**config.mk**
```make
export PLATFORM = sky130hd
export DESIGN_NAME = btn_debouncer_flat
export DESIGN_NICKNAME = d
export VERILOG_FILES = /design/src/rtl/btn_debouncer_if.sv /design/src/rtl/btn_debouncer.sv /design/src/flat_wrapper.sv
export SDC_FILE = /design/constraint.sdc
export NUM_CORES = 1
export LEC_CHECK = 0
export CAP_MARGIN = 20
export CORE_ASPECT_RATIO = 0.8
export CORE_MARGIN = 2
export CORE_UTILIZATION = 30
export CTS_CLUSTER_DIAMETER = 200
export DETAILED_ROUTE_END_ITERATION = 10
export GPL_TIMING_DRIVEN = 0
export PLACE_DENSITY_LB_ADDON = 0.08
export SLEW_MARGIN = 30
export SYNTH_ARGS = -nofsm -noshare
export SYNTH_HDL_FRONTEND = slang
export SYNTH_SLANG_ARGS = --single-unit
```
**constraint.sdc**
```tcl
create_clock -name clk -period 2.4 [get_ports clk]
set_clock_uncertainty 0.1 [all_clocks]
set_input_delay 0.48 -clock clk [delete_from_list [all_inputs] [get_ports clk]]
set_output_delay 0.48 -clock clk [all_outputs]
set_load 0.03 [all_outputs]
```
**src/rtl/btn_debouncer_if.sv**
```systemverilog
// -----------------------------------------------------------------------------
// btn_debouncer_if
// Groups the button-side signals of btn_debouncer.
//   btns_raw      : raw asynchronous button levels, 1 = pressed
//   btns          : debounced levels (feeds btnInterpreter)
//   press_pulse   : one-cycle strobe per lane on an accepted 0->1 change
//   release_pulse : one-cycle strobe per lane on an accepted 1->0 change
//   any_held      : OR of btns
// Modports:
//   master : the side that supplies raw buttons and consumes clean outputs
//   slave  : the debouncer itself
// -----------------------------------------------------------------------------
interface btn_debouncer_if #(
  parameter int N_BTNS = 4
);
  logic [N_BTNS-1:0] btns_raw;
  logic [N_BTNS-1:0] btns;
  logic [N_BTNS-1:0] press_pulse;
  logic [N_BTNS-1:0] release_pulse;
  logic              any_held;

  modport master (
    output btns_raw,
    input  btns,
    input  press_pulse,
    input  release_pulse,
    input  any_held
  );

  modport slave (
    input  btns_raw,
    output btns,
    output press_pulse,
    output release_pulse,
    output any_held
  );
endinterface

```
**src/rtl/btn_debouncer.sv**
```systemverilog
// -----------------------------------------------------------------------------
// btn_debouncer
// Per-button two-flop synchroniser, stability-counter debouncer and edge
// detector. Every lane is identical and independent of the others.
// Ports:
//   clk  : system clock, all state on rising edge
//   rst  : synchronous, active-high reset (clears every lane)
//   bus  : btn_debouncer_if.slave
//            btns_raw in, btns / press_pulse / release_pulse / any_held out
// Parameters:
//   N_BTNS          : number of lanes (must match the interface width)
//   DEBOUNCE_CYCLES : consecutive disagreeing cycles before a new level is
//                     accepted, 1 .. 2^CNT_W-1
//   CNT_W           : width of each lane's stability counter
// Latency: with edge 1 being the first edge that samples a new steady raw
// level, btns changes after edge DEBOUNCE_CYCLES+2 and the matching strobe is
// high for the following cycle.
// -----------------------------------------------------------------------------
module btn_debouncer #(
  parameter int N_BTNS          = 4,
  parameter int DEBOUNCE_CYCLES = 500000,
  parameter int CNT_W           = 20
) (
  input  logic            clk,
  input  logic            rst,
  btn_debouncer_if.slave  bus
);

  // Terminal count: acceptance happens on the edge where the counter already
  // holds DEBOUNCE_CYCLES-1, so the counter never wraps.
  localparam logic [CNT_W-1:0] CNT_LAST = CNT_W'(DEBOUNCE_CYCLES - 1);

  typedef enum logic {
    ST_STABLE  = 1'b0,  // synchronised level agrees with the clean level
    ST_PENDING = 1'b1   // disagreement being timed
  } lane_state_e;

  logic [N_BTNS-1:0] btns_vec;
  logic [N_BTNS-1:0] press_vec;
  logic [N_BTNS-1:0] release_vec;

  for (genvar gi = 0; gi < N_BTNS; gi++) begin : g_lane
    logic             sync1_q, sync1_d;
    logic             sync2_q, sync2_d;
    logic             btns_q, btns_d;
    logic             press_q, press_d;
    logic             release_q, release_d;
    logic [CNT_W-1:0] cnt_q, cnt_d;
    lane_state_e      state;

    // Lane state is fully determined by the registered synchroniser output
    // and the registered clean level, so it needs no flop of its own.
    always_comb begin
      sync1_d   = bus.btns_raw[gi];
      sync2_d   = sync1_q;
      btns_d    = btns_q;
      press_d   = 1'b0;
      release_d = 1'b0;
      cnt_d     = '0;
      state     = (sync2_q != btns_q) ? ST_PENDING : ST_STABLE;

      case (state)
        ST_STABLE: begin
          cnt_d = '0;
        end
        ST_PENDING: begin
          if (cnt_q == CNT_LAST) begin
            btns_d    = sync2_q;
            press_d   = sync2_q;
            release_d = ~sync2_q;
            cnt_d     = '0;
          end else begin
            cnt_d = cnt_q + CNT_W'(1);
          end
        end
        default: begin
          cnt_d = '0;
        end
      endcase
    end

    always_ff @(posedge clk) begin
      if (rst) begin
        sync1_q   <= 1'b0;
        sync2_q   <= 1'b0;
        btns_q    <= 1'b0;
        press_q   <= 1'b0;
        release_q <= 1'b0;
        cnt_q     <= '0;
      end else begin
        sync1_q   <= sync1_d;
        sync2_q   <= sync2_d;
        btns_q    <= btns_d;
        press_q   <= press_d;
        release_q <= release_d;
        cnt_q     <= cnt_d;
      end
    end

    assign btns_vec[gi]    = btns_q;
    assign press_vec[gi]   = press_q;
    assign release_vec[gi] = release_q;
  end

  assign bus.btns          = btns_vec;
  assign bus.press_pulse   = press_vec;
  assign bus.release_pulse = release_vec;
  // Derived only from registered levels, so it is glitch-free in practice.
  assign bus.any_held      = |btns_vec;

endmodule

```
**src/flat_wrapper.sv**
```systemverilog
// flat-port wrapper written by rule: the top's interface ports become plain ports
module btn_debouncer_flat 
#(
  parameter int N_BTNS          = 4,
  parameter int DEBOUNCE_CYCLES = 500000,
  parameter int CNT_W           = 20
)
  (clk, rst, bus_btns_raw, bus_btns, bus_press_pulse, bus_release_pulse, bus_any_held);
  btn_debouncer_if #(.N_BTNS(N_BTNS)) bus_i ();
  input  logic clk;
  input  logic rst;
  input wire logic [$bits(bus_i.btns_raw)-1:0] bus_btns_raw;
  output wire logic [$bits(bus_i.btns)-1:0] bus_btns;
  output wire logic [$bits(bus_i.press_pulse)-1:0] bus_press_pulse;
  output wire logic [$bits(bus_i.release_pulse)-1:0] bus_release_pulse;
  output wire logic [$bits(bus_i.any_held)-1:0] bus_any_held;
  assign bus_i.btns_raw = bus_btns_raw;
  assign bus_btns = bus_i.btns;
  assign bus_press_pulse = bus_i.press_pulse;
  assign bus_release_pulse = bus_i.release_pulse;
  assign bus_any_held = bus_i.any_held;
  btn_debouncer #(.N_BTNS(N_BTNS), .DEBOUNCE_CYCLES(DEBOUNCE_CYCLES), .CNT_W(CNT_W)) u_core (.clk(clk), .rst(rst), .bus(bus_i));
endmodule
```
# After elaboration in Yosys (flattened, before gate mapping)
# Cells that the tools add are included.
[op_classes]
n_addsub = 4
n_eq_ne = 8
muxes = 12
bitwise = 12
n_reduce_logical = 9
[op_table]
columns = ["cell", "count"]
rows = [
  ["one-hot mux 20 bit (2 select lines)", 4],
  ["adder 20 x 1 -> 20 bit, second input constant", 4],
  ["== test 20 x 19 -> 1 bit, second input constant", 4],
  ["two-way mux 20 bit", 4],
  ["NOT 1 bit", 12],
  ["OR reduction 3 bit", 4],
  ["AND reduction 2 bit", 4],
  ["two-way mux 1 bit", 4],
  ["inequality test 1 bit", 4],
  ["OR reduction 4 bit", 1],
]
[word_totals]
reg_bits = 100
inputBits = 6

# Longest topological paths before layout
# Gate-level depths: netlist (run 1).
[depth]
ltp_word = 4
mapped_depth = 7

# Worst setup path before layout (run 1)
# OpenSTA, ideal clock, no wires.
[synth_path]
kind = "register to register"
startpoint = "register u_core.g_lane[1].cnt_q[0]"
endpoint = "register u_core.g_lane[1].cnt_q[18]"
setup_ns = 0.070
t_arrival_ns = 1.891
slack_ns = 0.339
path_stages_with_launch = 6
path_cell_list = "dfxtp_1 > ha_1 > nand4_1 > nor4_1 > or4b_2 > a21oi_1"
[synth_between]
elab_chain_len = 3
word_cells_on_any_way = 4
classes_between = "add/sub: 1; eq/ne: 1; mux: 2"
[synth_rtl]
columns = ["item", "line_no", "text"]
rows = [
  ["from (decl)", "btn_debouncer.sv:48", "logic [CNT_W-1:0] cnt_q, cnt_d;"],
  ["from (signal assigned)", "btn_debouncer.sv:96", "cnt_q <= cnt_d;"],
  ["adder 20 x 1 -> 20 bit or == test 20 x 19 -> 1 bit (tied branches)", "btn_debouncer.sv:73, btn_debouncer.sv:67", ""],
  ["two-way mux 20 bit *", "btn_debouncer.sv:67", "if (cnt_q == CNT_LAST) begin"],
  ["one-hot mux 20 bit (2 select lines) *", "btn_debouncer.sv:62", "case (state)"],
]
# Every way passes the cells marked *; elsewhere a longest branch is shown, timed or not.
# A chain may end at the register's enable or synchronous reset.

# Worst setup path in the final report (run 1)
[layout_path]
startpoint = "register u_core.g_lane[0].btns_q"
endpoint = "output bus_any_held"
[layout_between]
elab_chain_len = 1
[layout_rtl]
columns = ["item", "line_no", "text"]
rows = [
  ["from (decl)", "btn_debouncer.sv:45", "logic btns_q, btns_d;"],
  ["from (signal assigned)", "btn_debouncer.sv:93", "btns_q <= btns_d;"],
  ["OR reduction 4 bit", "btn_debouncer.sv:109", "assign bus.any_held = |btns_vec;"],
  ["to (decl)", "flat_wrapper.sv:16", "output wire logic [$bits(bus_i.any_held)-1:0] bus_any_held;"],
]
# No other way between the ends.

==> flow_summary.ini, run 1 <==
[logic_synthesis]
ys_seq_area_frac = 0.4570
yosysWarningCount = 0
synth-xor-area-share = 0.09997
syn_nets = 503
synthMuxAreaShare = 0.004570
netlist.top_cell.by_area = dfxtp_1
synth_top_area_share = 0.4570
synth_adder_area_share = 0.01143
synth.area.top_cells = dfxtp_1, nor2_1, xor2_1, xnor2_1, a21oi_1
synth_seq_cells = 100
synth_top_family_by_area = simple AND/OR/NAND/NOR gates
synth_compound_area_frac = 0.07826
synthSimpleGateAreaFrac = 0.2999
synth.distinct_cells = 39
synthCells = 493
synth_area_sq_um = 4380
avgSynthCellArea_sq_um = 8.885

[timing]
layout_setup_ws_ns = 0.2002
finalCritPeriodShare = 0.9166
slew-limit-headroom = 0.6457
rsz0062_at_grt = false
holdWs_ns = 0.3357
finalHoldViolations = 0
fmax_mhz = 454.6
fin_setup_tns_ns = 0
setup_viol = 0
slew_viol_final = 0
fin_crit_ns = 2.200
worst_pin_slew_ns = 0.5241

[critical_path]
crit_chain = or4_1, dlygate4sd2_1
endpoint_kind = output port
crit_type = reg -> out
slowest_stage = or4_1
start_kind = register
crit_path_max_fanout = 4
path_buf_inv = 1
cp_top_family = simple AND/OR/NAND/NOR gates
cp.required_ns = 1.82
slowest_delay_ns = 0.55
critPathArrivalTime_ns = 1.62

[grt]
grt_pass1_wl_um = 15420
grtUsageTotal = 0.1225
top_usage_layer = met2
grt_overflow = 0
grt_use_met3 = 0.04138
use_met2 = 0.1816
antenna_found_initial = 0
first_global_vias = 3110
grtUsageMet1 = 0.1715
grt_max_degree = 14

[cells_and_area]
diodes = 0
finish.utilization = 0.3549
stdcell_area_sq_um = 5074
fill_cells = 1492
layout_commonest_cell = dfxtp_1
layout_common_cells = dfxtp_1, nor2_1, a21oi_1, xor2_1, nand2_1
num-nets-final = 533
syn_to_final_growth_pct = 15.82
stdcell_count = 708
drive_above_1_share = 0.07634

[floorplanning]
fp.dieW_um = 139.1
core_area_sq_um = 14300
die_h_um = 112.1
pin_count = 19
initial_core_util = 0.3064
rows = 39
dieArea_sq_um = 15590

[flow_run]
drv_cap = 0

[status]
run_status = complete, no violations

[clock_network]
ctsLongestPathBuffers = 2
cts_buffers = 9
clkLatencyLatePin_ns = 0.34
h-tree-depth = 3
cts_root_buf = clkbuf_16
cts.sinks = 100
cts_hold_buf = 0
clk_pin_slew_ns = 0.06
cts_tree = yes

[drt]
drt-initial-drc-count = 142
via_count = 3433
antenna_left = 0
drc = 0
vias_per_cell = 4.849
drt_wl_total_um = 9118
first_pass_iters = 4
wl_per_cell_um = 12.88

[place]
pre_cts_slack_ns = -0.3165
gp_congestion = 0.7439
hpwl_um = 6421
place_inst = 695
placed_cell_area_sq_um = 4791
portBuffers = 18

[worst_hold_path]
hold_class = reg -> reg

[power_and_ir_drop]
p_per_area_nw_per_um2 = 591.7
vdd_drop_max_mv = 0.3024
p_total_mw = 3.002
p_leak_nw = 1.564
## Yosys cell counts
library cell / count
or4b_1: 1
o21ai_1: 2
or4b_2: 4
xor2_1: 26
nor2b_1: 9
nand4b_1: 4
o31ai_1: 8
nor4b_1: 4
or3_1: 16
a21oi_1: 28
or2_2: 2
o41ai_1: 6
clkbuf_2: 1
or4_1: 11
nor4bb_1: 1
buf_4: 12
inv_1: 15
and4_1: 10
dfxtp_1: 100
xnor2_1: 24
nand4_4: 1
and3_1: 11
nand4_1: 21
nor3_1: 6
nand3b_1: 1
o21ai_0: 16
and3b_1: 2
nand3_1: 22
and2_1: 2
nor4_1: 12
nand2_1: 25
or3b_2: 1
mux2i_1: 2
clkbuf_1: 14
ha_1: 4
nand2b_1: 4
nand3_2: 1
nor2_1: 62
buf_2: 2
## logic make-up (layout without fill, tap and decap cells)
family,Yosys count,in the layout
AOI/OAI and AO/OA,60,60
xor gates and xnor gates,50,50
adders and majority gates,4,4
buffers and inverters,44,75
DFF,100,100
muxes,2,2
and+or+nand+nor,233,233
## worst register-to-register path, delay by kind of cell, from the launching register on
family	cells	cell delay (ns)
compound gates	1	0.29
simple gates	3	0.49
buf+inv	2	0.61
flops	1	0.36
fa+ha+maj	1	0.20
## path summary, 6_finish.rpt
| path | from | to | slack [ns] | depth (start not counted) |
|---|---|---|---|---|
| max | u_core.g_lane[0].btns_q | bus_any_held | 0.20 | 2 |
| min | u_core.g_lane[1].sync1_q | u_core.g_lane[1].sync2_q | 0.34 | 1 |
| max reg2reg | u_core.g_lane[3].cnt_q[0] | u_core.g_lane[3].cnt_q[2] | 0.25 | 7 |
| min reg2reg | u_core.g_lane[1].sync1_q | u_core.g_lane[1].sync2_q | 0.34 | 1 |
## final cells by class
cell class	count	area [sq um]	share of cell area
Multi-Input combinational cell	349	2191	0.4318
Clock buffer	12	246.5	0.04858
Inverter	15	56.30	0.01110
Sequential cell	100	2002	0.3946
Buffer	29	161.4	0.03181
Timing Repair Buffer	19	186.4	0.03674
Tap cell	184	230.2	0.04538
## per-layer routing
layer,up-vias,wire (um)
met3,7,287
li1,1806,-
met5,-,0
met1,1590,4828
met2,30,3908
met4,0,94
## registers in the layout (all words and copies together) (netlist names)
signal	cells
u_core.g_lane.release_q	4
u_core.g_lane.sync1_q	4
u_core.g_lane.cnt_q	80
u_core.g_lane.sync2_q	4
u_core.g_lane.press_q	4
u_core.g_lane.btns_q	4
## report_power, final
part	total [mW]	switching [mW]	leakage [nW]	internal (mW)
clock network	1.29	0.578	0.120	0.709
logic	0.0421	0.0239	0.637	0.0183
registers	1.67	0.00498	0.807	1.67
## repair_timing
action                                  in CTS  in global routing
pin swaps                                    0                  1
endpoints found under the setup margin      12                 31
resized for setup                            3                  8
gates cloned                                 0                  0
setup buffers                                0                  1
Power figures use the tool's default switching activity.
==> run 2: changes to the inputs <==
--- a/config.mk
+++ b/config.mk
@@ -9,6 +9,7 @@
 export CORE_ASPECT_RATIO = 0.8
 export CORE_MARGIN = 2
 export CORE_UTILIZATION = 30
+export CTS_BUF_LIST = sky130_fd_sc_hd__clkbuf_4
 export CTS_CLUSTER_DIAMETER = 200
 export DETAILED_ROUTE_END_ITERATION = 10
 export GPL_TIMING_DRIVEN = 0
==> run 2 against run 1 <==
  * Total power shrank 19%
  * Register-to-register slack lost 0.02 ns
  * Combinational power is essentially flat
  * Worst hold slack gained 0.015 ns
  * Final area shrank 3.2%
  * Largest power group unchanged
  * Utilization shrank 1.1 points
  * Die area is the same
  * Fmax shrank 5.2%
==> flow_summary.ini, run 2 (synthesis results as in run 1) <==
[status]
run_status = complete, no violations

[cells_and_area]
layout_commonest_cell = dfxtp_1
seqCellArea_sq_um = 2002
top_register = u_core.g_lane.cnt_q
drive_above_1_share = 0.07824
multi_input_area_sq_um = 2191
syn_to_final_growth_pct = 12.17
largest_reg_flops = 80
fill_cells = 1506
num-nets-final = 533
diodes = 0
layout_common_cells = dfxtp_1, nor2_1, a21oi_1, xor2_1, nand2_1
finish.utilization = 0.3437

[critical_path]
cp-startpoint = u_core.g_lane[0].btns_q
crit_type = reg -> out
reg2reg_depth = 7
crit_chain = or4_1, dlygate4sd2_1
start_kind = register
slowest_delay_ns = 0.55
cp_top_family = simple AND/OR/NAND/NOR gates
critPathArrivalTime_ns = 1.74
endpoint_kind = output port
slowest_stage = or4_1
cp.required_ns = 1.82
path_buf_inv = 1
cp_num_cells = 2
rr_endpoint = u_core.g_lane[3].cnt_q[2]
r2r_slack_ns = 0.23
crit_path_max_fanout = 4
rr_startpoint = u_core.g_lane[3].cnt_q[0]
cp-endpoint = bus_any_held

[timing]
slew_viol_final = 0
finalCritPeriodShare = 0.9673
fin_crit_ns = 2.322
layout_setup_ws_ns = 0.07842
fin_setup_tns_ns = 0
holdWs_ns = 0.3509
rsz0062_at_grt = false
worst_pin_slew_ns = 0.5133
setup_viol = 0
fmax_mhz = 430.7
finalHoldViolations = 0
slew-limit-headroom = 0.6530

[power_and_ir_drop]
p_leak_nw = 1.496
p_per_area_nw_per_um2 = 496.0
vdd_drop_max_mv = 0.2072
p_int_mw = 1.900
combPwrFrac = 0.017
p_switching_uw = 537.2
clkPwrFrac = 0.296
seqPwrFrac = 0.687
p_sw_frac = 0.2205

[drt]
via_count = 3456
first_pass_iters = 4
drt_wl_total_um = 9087
vias_per_cell = 4.881
antenna_left = 0
drt-initial-drc-count = 149
wl_per_cell_um = 12.83
drc = 0

[floorplanning]
core_area_sq_um = 14300
die_h_um = 112.1
pin_count = 19
dieArea_sq_um = 15590
rows = 39
fp.dieW_um = 139.1
initial_core_util = 0.3064

[clock_network]
clk_pin_slew_ns = 0.14
cts_root_buf = clkbuf_4
cts_tree = yes
h-tree-depth = 3
clkLatencyLatePin_ns = 0.43
ctsLongestPathBuffers = 2
cts.sinks = 100
cts_buffers = 9
cts_hold_buf = 0

[place]
pre_cts_slack_ns = -0.3165
portBuffers = 18
hpwl_um = 6421
gp_congestion = 0.7439

[flow_run]
drv_cap = 0

[grt]
first_global_vias = 3122
grtUsageTotal = 0.1207
grt_pass1_wl_um = 15350
grt_max_degree = 14
antenna_found_initial = 0
grt_overflow = 0

[worst_hold_path]
hold_class = reg -> reg
hold_depth = 1
run 2: routing by layer:
| layer | part of all wire | global-route usage |
|---|---|---|
| met4 | 0.012 | 0.03434 |
| met2 | 0.43 | 0.1816 |
| met1 | 0.53 | 0.1710 |
| met3 | 0.026 | 0.03242 |
| met5 | 0 | 0 |
run 2: how the worst min path moves through the flow:
stage | to | startpoint
detailed placement | u_core.g_lane[1].sync2_q | u_core.g_lane[1].sync1_q
finish | u_core.g_lane[1].sync2_q | u_core.g_lane[1].sync1_q
global route | u_core.g_lane[1].sync2_q | u_core.g_lane[1].sync1_q
CTS | u_core.g_lane[1].sync2_q | u_core.g_lane[1].sync1_q
floorplan | u_core.g_lane[0].sync2_q | u_core.g_lane[0].sync1_q
global placement | u_core.g_lane[1].sync2_q | u_core.g_lane[1].sync1_q
run 2: layout make-up:
cell class,instances,share of cell area
repair buffers,19,0.03794
clock buffers,11,0.01681
plain buffers,29,0.03285
clock inverters,1,0.0007639
multi-input cells,349,0.4459
inverters,15,0.01146
flip-flops and latches,100,0.4074
well taps,184,0.04686
run 2: what timing repair did:
action	in CTS	in global routing
endpoints found under the setup margin	12	31
setup buffers	0	1
pin swaps	0	1
gates resized for setup	3	8
endpoints found under the hold margin	0	0
run 2: power groups by stage:
| stage | sequential, mW | clock (mW) | combinational [mW] |
|---|---|---|---|
| after global placement | 1.71 | 0 | 0.0426 |
| final | 1.67 | 0.721 | 0.0422 |
| after CTS | 1.67 | 0.778 | 0.0431 |
| after global routing | 1.68 | 0.830 | 0.0474 |
| after detailed placement | 1.71 | 0 | 0.0427 |
| after floorplan | 1.71 | 0 | 0.0242 |
run 2: per-stage QoR:
| step | instance area (sq um) | std cells | total power [mW] |
|---|---|---|---|
| after floorplan | 4380 | 493 | 1.733 |
| after global placement | 4791 | 695 | 1.752 |
| after detailed placement | 4791 | 695 | 1.753 |
| after CTS | 4886 | 707 | 2.495 |
| after global routing | 4913 | 708 | 2.553 |
| final | 4913 | 708 | 2.437 |
==> run 3: changes to the inputs <==
--- a/config.mk
+++ b/config.mk
@@ -10,7 +10,7 @@
 export CORE_MARGIN = 2
 export CORE_UTILIZATION = 30
 export CTS_BUF_LIST = sky130_fd_sc_hd__clkbuf_4
-export CTS_CLUSTER_DIAMETER = 200
+export CTS_CLUSTER_DIAMETER = 40
 export DETAILED_ROUTE_END_ITERATION = 10
 export GPL_TIMING_DRIVEN = 0
 export PLACE_DENSITY_LB_ADDON = 0.08
==> results of run 3 <==
Final layout, timing and power as in run 2 (identical DEF).
